`src/rtl/serv_progbuf_resp_pkg.sv`:
```
// Shared constants for the debug program-buffer ibus responder.
package serv_progbuf_resp_pkg;

    localparam logic [31:0] PB_EBREAK_INSN = 32'h0010_0073;

    // The address window always spans 16 words, whatever DEPTH is loaded.
    localparam int unsigned WIN_WORDS = 16;
    localparam int unsigned IDX_W     = $clog2(WIN_WORDS);
    localparam int unsigned WIN_LSB   = $clog2(WIN_WORDS * 4);

    localparam logic [1:0] ST_IDLE = 2'd0;
    localparam logic [1:0] ST_RESP = 2'd1;
    localparam logic [1:0] ST_GAP  = 2'd2;

endpackage

```
`src/rtl/serv_progbuf_resp_mem.sv`:
```
// Program-buffer word storage: DEPTH x 32 registers, one write port, one
// combinational read port that returns the EBREAK word past DEPTH.
module serv_progbuf_mem
    import serv_progbuf_resp_pkg::*;
#(
    parameter int unsigned DEPTH       = 4,
    parameter logic [31:0] EBREAK_INSN = PB_EBREAK_INSN
) (
    input  logic             clk,
    input  logic             i_rst,
    input  logic             i_we,
    input  logic [IDX_W-1:0] i_widx,
    input  logic [31:0]      i_wdat,
    input  logic [IDX_W-1:0] i_ridx,
    output logic [31:0]      o_rdat
);

    logic [31:0] mem_q [DEPTH];

    always_ff @(posedge clk or posedge i_rst) begin
        if (i_rst) begin
            for (int unsigned i = 0; i < DEPTH; i++) begin
                mem_q[i] <= EBREAK_INSN;
            end
        end else if (i_we) begin
            for (int unsigned i = 0; i < DEPTH; i++) begin
                if (i_widx == IDX_W'(i)) begin
                    mem_q[i] <= i_wdat;
                end
            end
        end
    end

    always_comb begin
        o_rdat = EBREAK_INSN;
        for (int unsigned i = 0; i < DEPTH; i++) begin
            if (i_ridx == IDX_W'(i)) begin
                o_rdat = mem_q[i];
            end
        end
    end

endmodule

```
`src/rtl/serv_progbuf_resp.sv`:
```
// Wishbone ibus responder serving the debug program buffer; a fetch that
// returns EBREAK ends the run and pulses o_done.
module serv_progbuf_resp
    import serv_progbuf_resp_pkg::*;
#(
    parameter int unsigned DEPTH       = 4,
    parameter logic [31:0] BASE        = 32'h0000_0800,
    parameter logic [31:0] EBREAK_INSN = PB_EBREAK_INSN
) (
    input  logic        clk,
    input  logic        i_rst,
    input  logic [31:0] i_ibus_adr,
    input  logic        i_ibus_cyc,
    output logic [31:0] o_ibus_rdt,
    output logic        o_ibus_ack,
    output logic        o_ibus_hit,
    input  logic        i_pb_we,
    input  logic [3:0]  i_pb_idx,
    input  logic [31:0] i_pb_dat,
    input  logic        i_go,
    input  logic        i_abort,
    output logic        o_busy,
    output logic        o_done,
    output logic        o_pb_err,
    output logic [7:0]  o_fetch_cnt
);

    logic [1:0]  state_q, state_d;
    logic [31:0] rdt_q, rdt_d;
    logic        busy_q, busy_d;
    logic        done_q, done_d;
    logic        err_q, err_d;
    logic [7:0]  cnt_q, cnt_d;

    logic        hit;
    logic        latch;
    logic        in_resp;
    logic        term;
    logic        go_ok;
    logic        wr_ok;
    logic [31:0] mem_rdat;
    logic        unused_adr;

    assign unused_adr = ^i_ibus_adr[1:0];

    assign hit     = (i_ibus_adr[31:WIN_LSB] == BASE[31:WIN_LSB]);
    assign latch   = (state_q == ST_IDLE) & i_ibus_cyc & hit & busy_q;
    assign in_resp = (state_q == ST_RESP);
    // Only a live run is terminated; a response left over after abort is not.
    assign term    = in_resp & busy_q & (rdt_q == EBREAK_INSN);
    assign go_ok   = i_go & ~busy_q & ~i_abort;
    assign wr_ok   = i_pb_we & ~busy_q & (32'(i_pb_idx) < DEPTH);

    serv_progbuf_mem #(
        .DEPTH       (DEPTH),
        .EBREAK_INSN (EBREAK_INSN)
    ) u_mem (
        .clk    (clk),
        .i_rst  (i_rst),
        .i_we   (wr_ok),
        .i_widx (i_pb_idx),
        .i_wdat (i_pb_dat),
        .i_ridx (i_ibus_adr[WIN_LSB-1:2]),
        .o_rdat (mem_rdat)
    );

    always_comb begin
        state_d = state_q;
        rdt_d   = rdt_q;
        unique case (state_q)
            ST_IDLE: begin
                if (latch) begin
                    state_d = ST_RESP;
                    rdt_d   = mem_rdat;
                end
            end
            ST_RESP: state_d = ST_GAP;
            ST_GAP:  state_d = ST_IDLE;
            default: state_d = ST_IDLE;
        endcase
    end

    always_comb begin
        done_d = term & ~i_abort;
        err_d  = (go_ok ? 1'b0 : err_q) | (i_pb_we & ~wr_ok);

        if (go_ok) begin
            cnt_d = '0;
        end else if (in_resp && cnt_q != '1) begin
            cnt_d = cnt_q + 8'd1;
        end else begin
            cnt_d = cnt_q;
        end

        if (i_abort) begin
            busy_d = 1'b0;
        end else if (go_ok) begin
            busy_d = 1'b1;
        end else if (term) begin
            busy_d = 1'b0;
        end else begin
            busy_d = busy_q;
        end
    end

    always_ff @(posedge clk or posedge i_rst) begin
        if (i_rst) begin
            state_q <= ST_IDLE;
            rdt_q   <= '0;
            busy_q  <= 1'b0;
            done_q  <= 1'b0;
            err_q   <= 1'b0;
            cnt_q   <= '0;
        end else begin
            state_q <= state_d;
            rdt_q   <= rdt_d;
            busy_q  <= busy_d;
            done_q  <= done_d;
            err_q   <= err_d;
            cnt_q   <= cnt_d;
        end
    end

    assign o_ibus_rdt  = rdt_q;
    assign o_ibus_ack  = in_resp;
    assign o_ibus_hit  = hit;
    assign o_busy      = busy_q;
    assign o_done      = done_q;
    assign o_pb_err    = err_q;
    assign o_fetch_cnt = cnt_q;

endmodule

```
`config.mk`:
```
export PLATFORM = sky130hd
export DESIGN_NAME = serv_progbuf_resp
export DESIGN_NICKNAME = d
export VERILOG_FILES = /design/src/rtl/serv_progbuf_resp_pkg.sv /design/src/rtl/serv_progbuf_resp_mem.sv /design/src/rtl/serv_progbuf_resp.sv
export SDC_FILE = /design/constraint.sdc
export NUM_CORES = 1
export LEC_CHECK = 0
export ABC_AREA = 1
export BUFFER_PORTS_ARGS = -buffer_cell sky130_fd_sc_hd__buf_2
export CAP_MARGIN = 20
export CORE_MARGIN = 1.5
export CORE_UTILIZATION = 30
export CTS_CLUSTER_SIZE = 14
export DETAILED_ROUTE_END_ITERATION = 10
export REMOVE_ABC_BUFFERS = 1
export SLEW_MARGIN = 20
export SYNTH_ARGS = -nofsm -noshare
export SYNTH_HDL_FRONTEND = slang
export SYNTH_SLANG_ARGS = --single-unit
```
`constraint.sdc`:
```
create_clock -name clk -period 8.82 [get_ports clk]
set_input_delay 0.441 -clock clk [delete_from_list [all_inputs] [get_ports clk]]
set_output_delay 0.441 -clock clk [all_outputs]
set_load 0.05 [all_outputs]
```
==> run_results.csv <==
group,metric,value,unit
yosys,synth_cells,941,
timing,period_minus_slack,2.314,ns
global_routing,grt_pass1_wl,33890,um
cells_and_area,design_area,9323,um2
yosys,yosysSeqAreaShare,55.63,%
setup_path,critPathArrivalTime,2.59,ns
yosys,yosysTopAreaCell,"dfrtp_1",
clock_tree,holdBufCountCts,0,
setup_path,critPathMaxStageDelay,0.50,ns
global_routing,grt_overflow_total,0,
clock_tree,insertion_delay,0.42,ns
yosys,syn_area,7836,um2
cells_and_area,syn_to_final_growth,18.97,%
setup_path,crit_slowest_cell,"nor4_4",
clock_tree,cts_root_buf,"clkbuf_16",
timing,hold_viol,0,
global_routing,grt_max_degree,97,
yosys,synthAdderAreaFrac,0.1597,%
cells_and_area,diodes,0,
routing,antenna_left,0,
yosys,synthMuxAreaShare,0,%
power_and_ir_drop,ir_drop,0.0001154,V
setup_path,required,9.09,ns
clock_tree,post_cts_buffers,0,
global_routing,antenna_found_initial,0,
clock_tree,cts_buffers,17,
timing,tns,0,ns
yosys,synth_top_area_share,47.58,%
outcome,outcome,"finished clean",
setup_path,r2r_start,"o_busy",
global_routing,grt_usage,16.21,%
floorplan,die_x,164.6,um
cells_and_area,drive_gt1_share,21.14,%
yosys,synth_xor_area_share,0.2235,%
yosys,synth-compound-area-share,8.750,%
power_and_ir_drop,finalPower,1.983,mW
setup_path,crit_chain,"nor4_4 > nand3_2 > buf_4 > nand2_1 > o21ai_0",
power_and_ir_drop,cellPowerDensity,212.7,nW/um2
yosys,yosysWarningCount,0,
timing,fmax,0.4322,GHz
timing,finalCritPeriodShare,26.23,%
global_routing,grt_pass1_vias,6150,
cells_and_area,layoutNonFillerInstCount,1380,
yosys,synth_top_family_by_area,"simple AND/OR/NAND/NOR gates",
floorplan,die_h,164.6,um
yosys,ys.flop_type,"dfrtp_1",
routing,remaining_drc_errors,0,
floorplan,core,25400,um2
timing,timing.final.max_slew_violations,0,
clock_tree,cts_tree,"yes",
timing,setup_violations,0,
floorplan,ios,119,
placement,place_inst,1348,
yosys,syn_area_per_cell,8.328,um2
placement,place_area,8751,um2
hold_path,hp-class,"in2async",
yosys,netlist_top_cells_count,"nand2_1, dfrtp_1, nand3_1",
setup_path,start_kind,"register",
placement,hpwl,12890,um
yosys,ys_ff_latch,173,
setup_path,critPathMaxFanout,44,
clock_tree,cts_max_level,4,
clock_tree,path_clk_slew,0.06,ns
timing,rsz0062_at_grt,"false",
setup_path,cp-end-kind,"register",
clock_tree,clock-sinks,173,
placement,io_buffers,116,
timing,relSlewSlack,34.56,%
yosys,yosys.area_share.simple,29.49,%
yosys,synth_edf_count,0,
routing,dr.pass1.iters,7,
power_and_ir_drop,leakagePower,4.637,nW
clock_tree,cts_resized,0,
routing,routed_wl,21240,um
routing,vias,6695,
flow_run,max-cap-violations,0,
yosys,yosysMostFrequentCell,"nand2_1",
floorplan,start_util,30.85,%
routing,drtIter0Drc,576,
placement,gp_congestion,0.8264,
routing,viasPerCell,4.851,
yosys,yosys-top-cells-area,"dfrtp_1, nand2_1, dfstp_2, nand3_1, o21ai_0",
setup_path,reg2reg_slack,6.51,ns
setup_path,r2r_cells,5,
timing,worstMarginPinSlew,0.9816,ns
yosys,ys_types,23,
timing,fin_worst_skew,0.005702,ns
routing,wl_per_cell,15.39,um
setup_path,path_class,"reg2reg",
yosys,synthArstFlopShare,100.0,%
floorplan,die_area,27100,um2
timing,worst_hold_slack,0.2055,ns
floorplan,rows,58,
cells_and_area,nNetsFinal,1112,
setup_path,reg2reg_to,"u_mem.mem_q[3]",
clock_tree,cts_buffer_depth,2,
-- worst max path at each step --
stage	from	cells past startpoint	end	slack [ns]
2_1_floorplan	i_rst	1	o_busy	3.73
5_1_grt	o_busy	5	u_mem.mem_q[21]	6.34
3_5_place_dp	i_pb_idx[3]	5	u_mem.mem_q[6]	6.49
4_1_cts	o_busy	5	u_mem.mem_q[3]	6.49
6_report	o_busy	5	u_mem.mem_q[3]	6.51
3_3_place_gp	i_ibus_adr[5]	8	o_ibus_rdt[6]	6.50
-- flip-flops by register name (all words and copies together) (netlist names) --
register     flops
state_q          2
u_mem.mem_q    128
o_fetch_cnt      8
o_ibus_rdt      32
o_busy           1
o_pb_err         1
o_done           1
-- metrics by stage --
| step | setup WS (ns) | util (%) |
|---|---|---|
| final | 6.506 | 36.70 |
| after CTS | 6.488 | 36.70 |
| after detailed placement | 6.485 | 34.45 |
| after global routing | 6.343 | 36.70 |
| after floorplan | 3.730 | - |
| after global placement | 6.505 | 34.45 |
-- worst max-delay path, delay by kind of cell, from the launching register on --
| kind | cells | cell delay (ns) |
|---|---|---|
| AND/OR/NAND/NOR | 3 | 1.10 |
| flip-flops | 1 | 0.48 |
| buffers and inverters | 1 | 0.45 |
| AO/OA/AOI/OAI | 1 | 0.10 |
-- layer usage --
layer / wire length, um / vias to the layer above / global-route usage (%)
li1: - / 3294 / -
met1: 10400 / 3214 / 22.65
met2: 9509 / 178 / 26.18
met3: 1238 / 9 / 3.440
met4: 91 / 0 / 2.662
met5: 0 / - / 0
-- final cells by class --
class | instances | area (um2)
repair buffers | 127 | 663.1
clock inverters | 3 | 18.77
fillers | 2665 | 16080
flip-flops and latches | 173 | 4359
clock buffers | 29 | 553.0
multi-input cells | 649 | 3052
well taps | 330 | 412.9
inverters | 69 | 264.0
-- cells in the final DEF, fill, tap and decap left out --
cell type    n
buf_2      116
inv_6        2
nand3_1    123
nor4_4       1
clkbuf_8     4
xor2_1       2
dfstp_2     24
o21ai_1     13
or2_2       33
nor2_4       2
nand4_1     38
nor4_1       2
nor2_2       3
a21oi_1      1
nand3b_2     2
buf_4       11
nor2_1      60
inv_1       67
clkbuf_16   19
nand2_1    230
clkinv_2     2
nand3_2      3
o21ai_0    123
clkbuf_1     6
nor3_1      12
dfrtp_1    149
ha_1         1
clkinv_1     1
-- cells by family after synthesis --
kind of cell,Yosys count
and+or+nand+nor,509
buffers and inverters,119
adders and majority gates,1
AOI/OAI and AO/OA,137
xor gates and xnor gates,2
DFF,173
-- power by group --
part	switching [mW]	internal [mW]
logic	0.141	0.0894
clock network	0.299	0.426
registers	0.0736	0.955
total	0.513	1.47
Note: power is estimated with default switching activity, not from simulation.
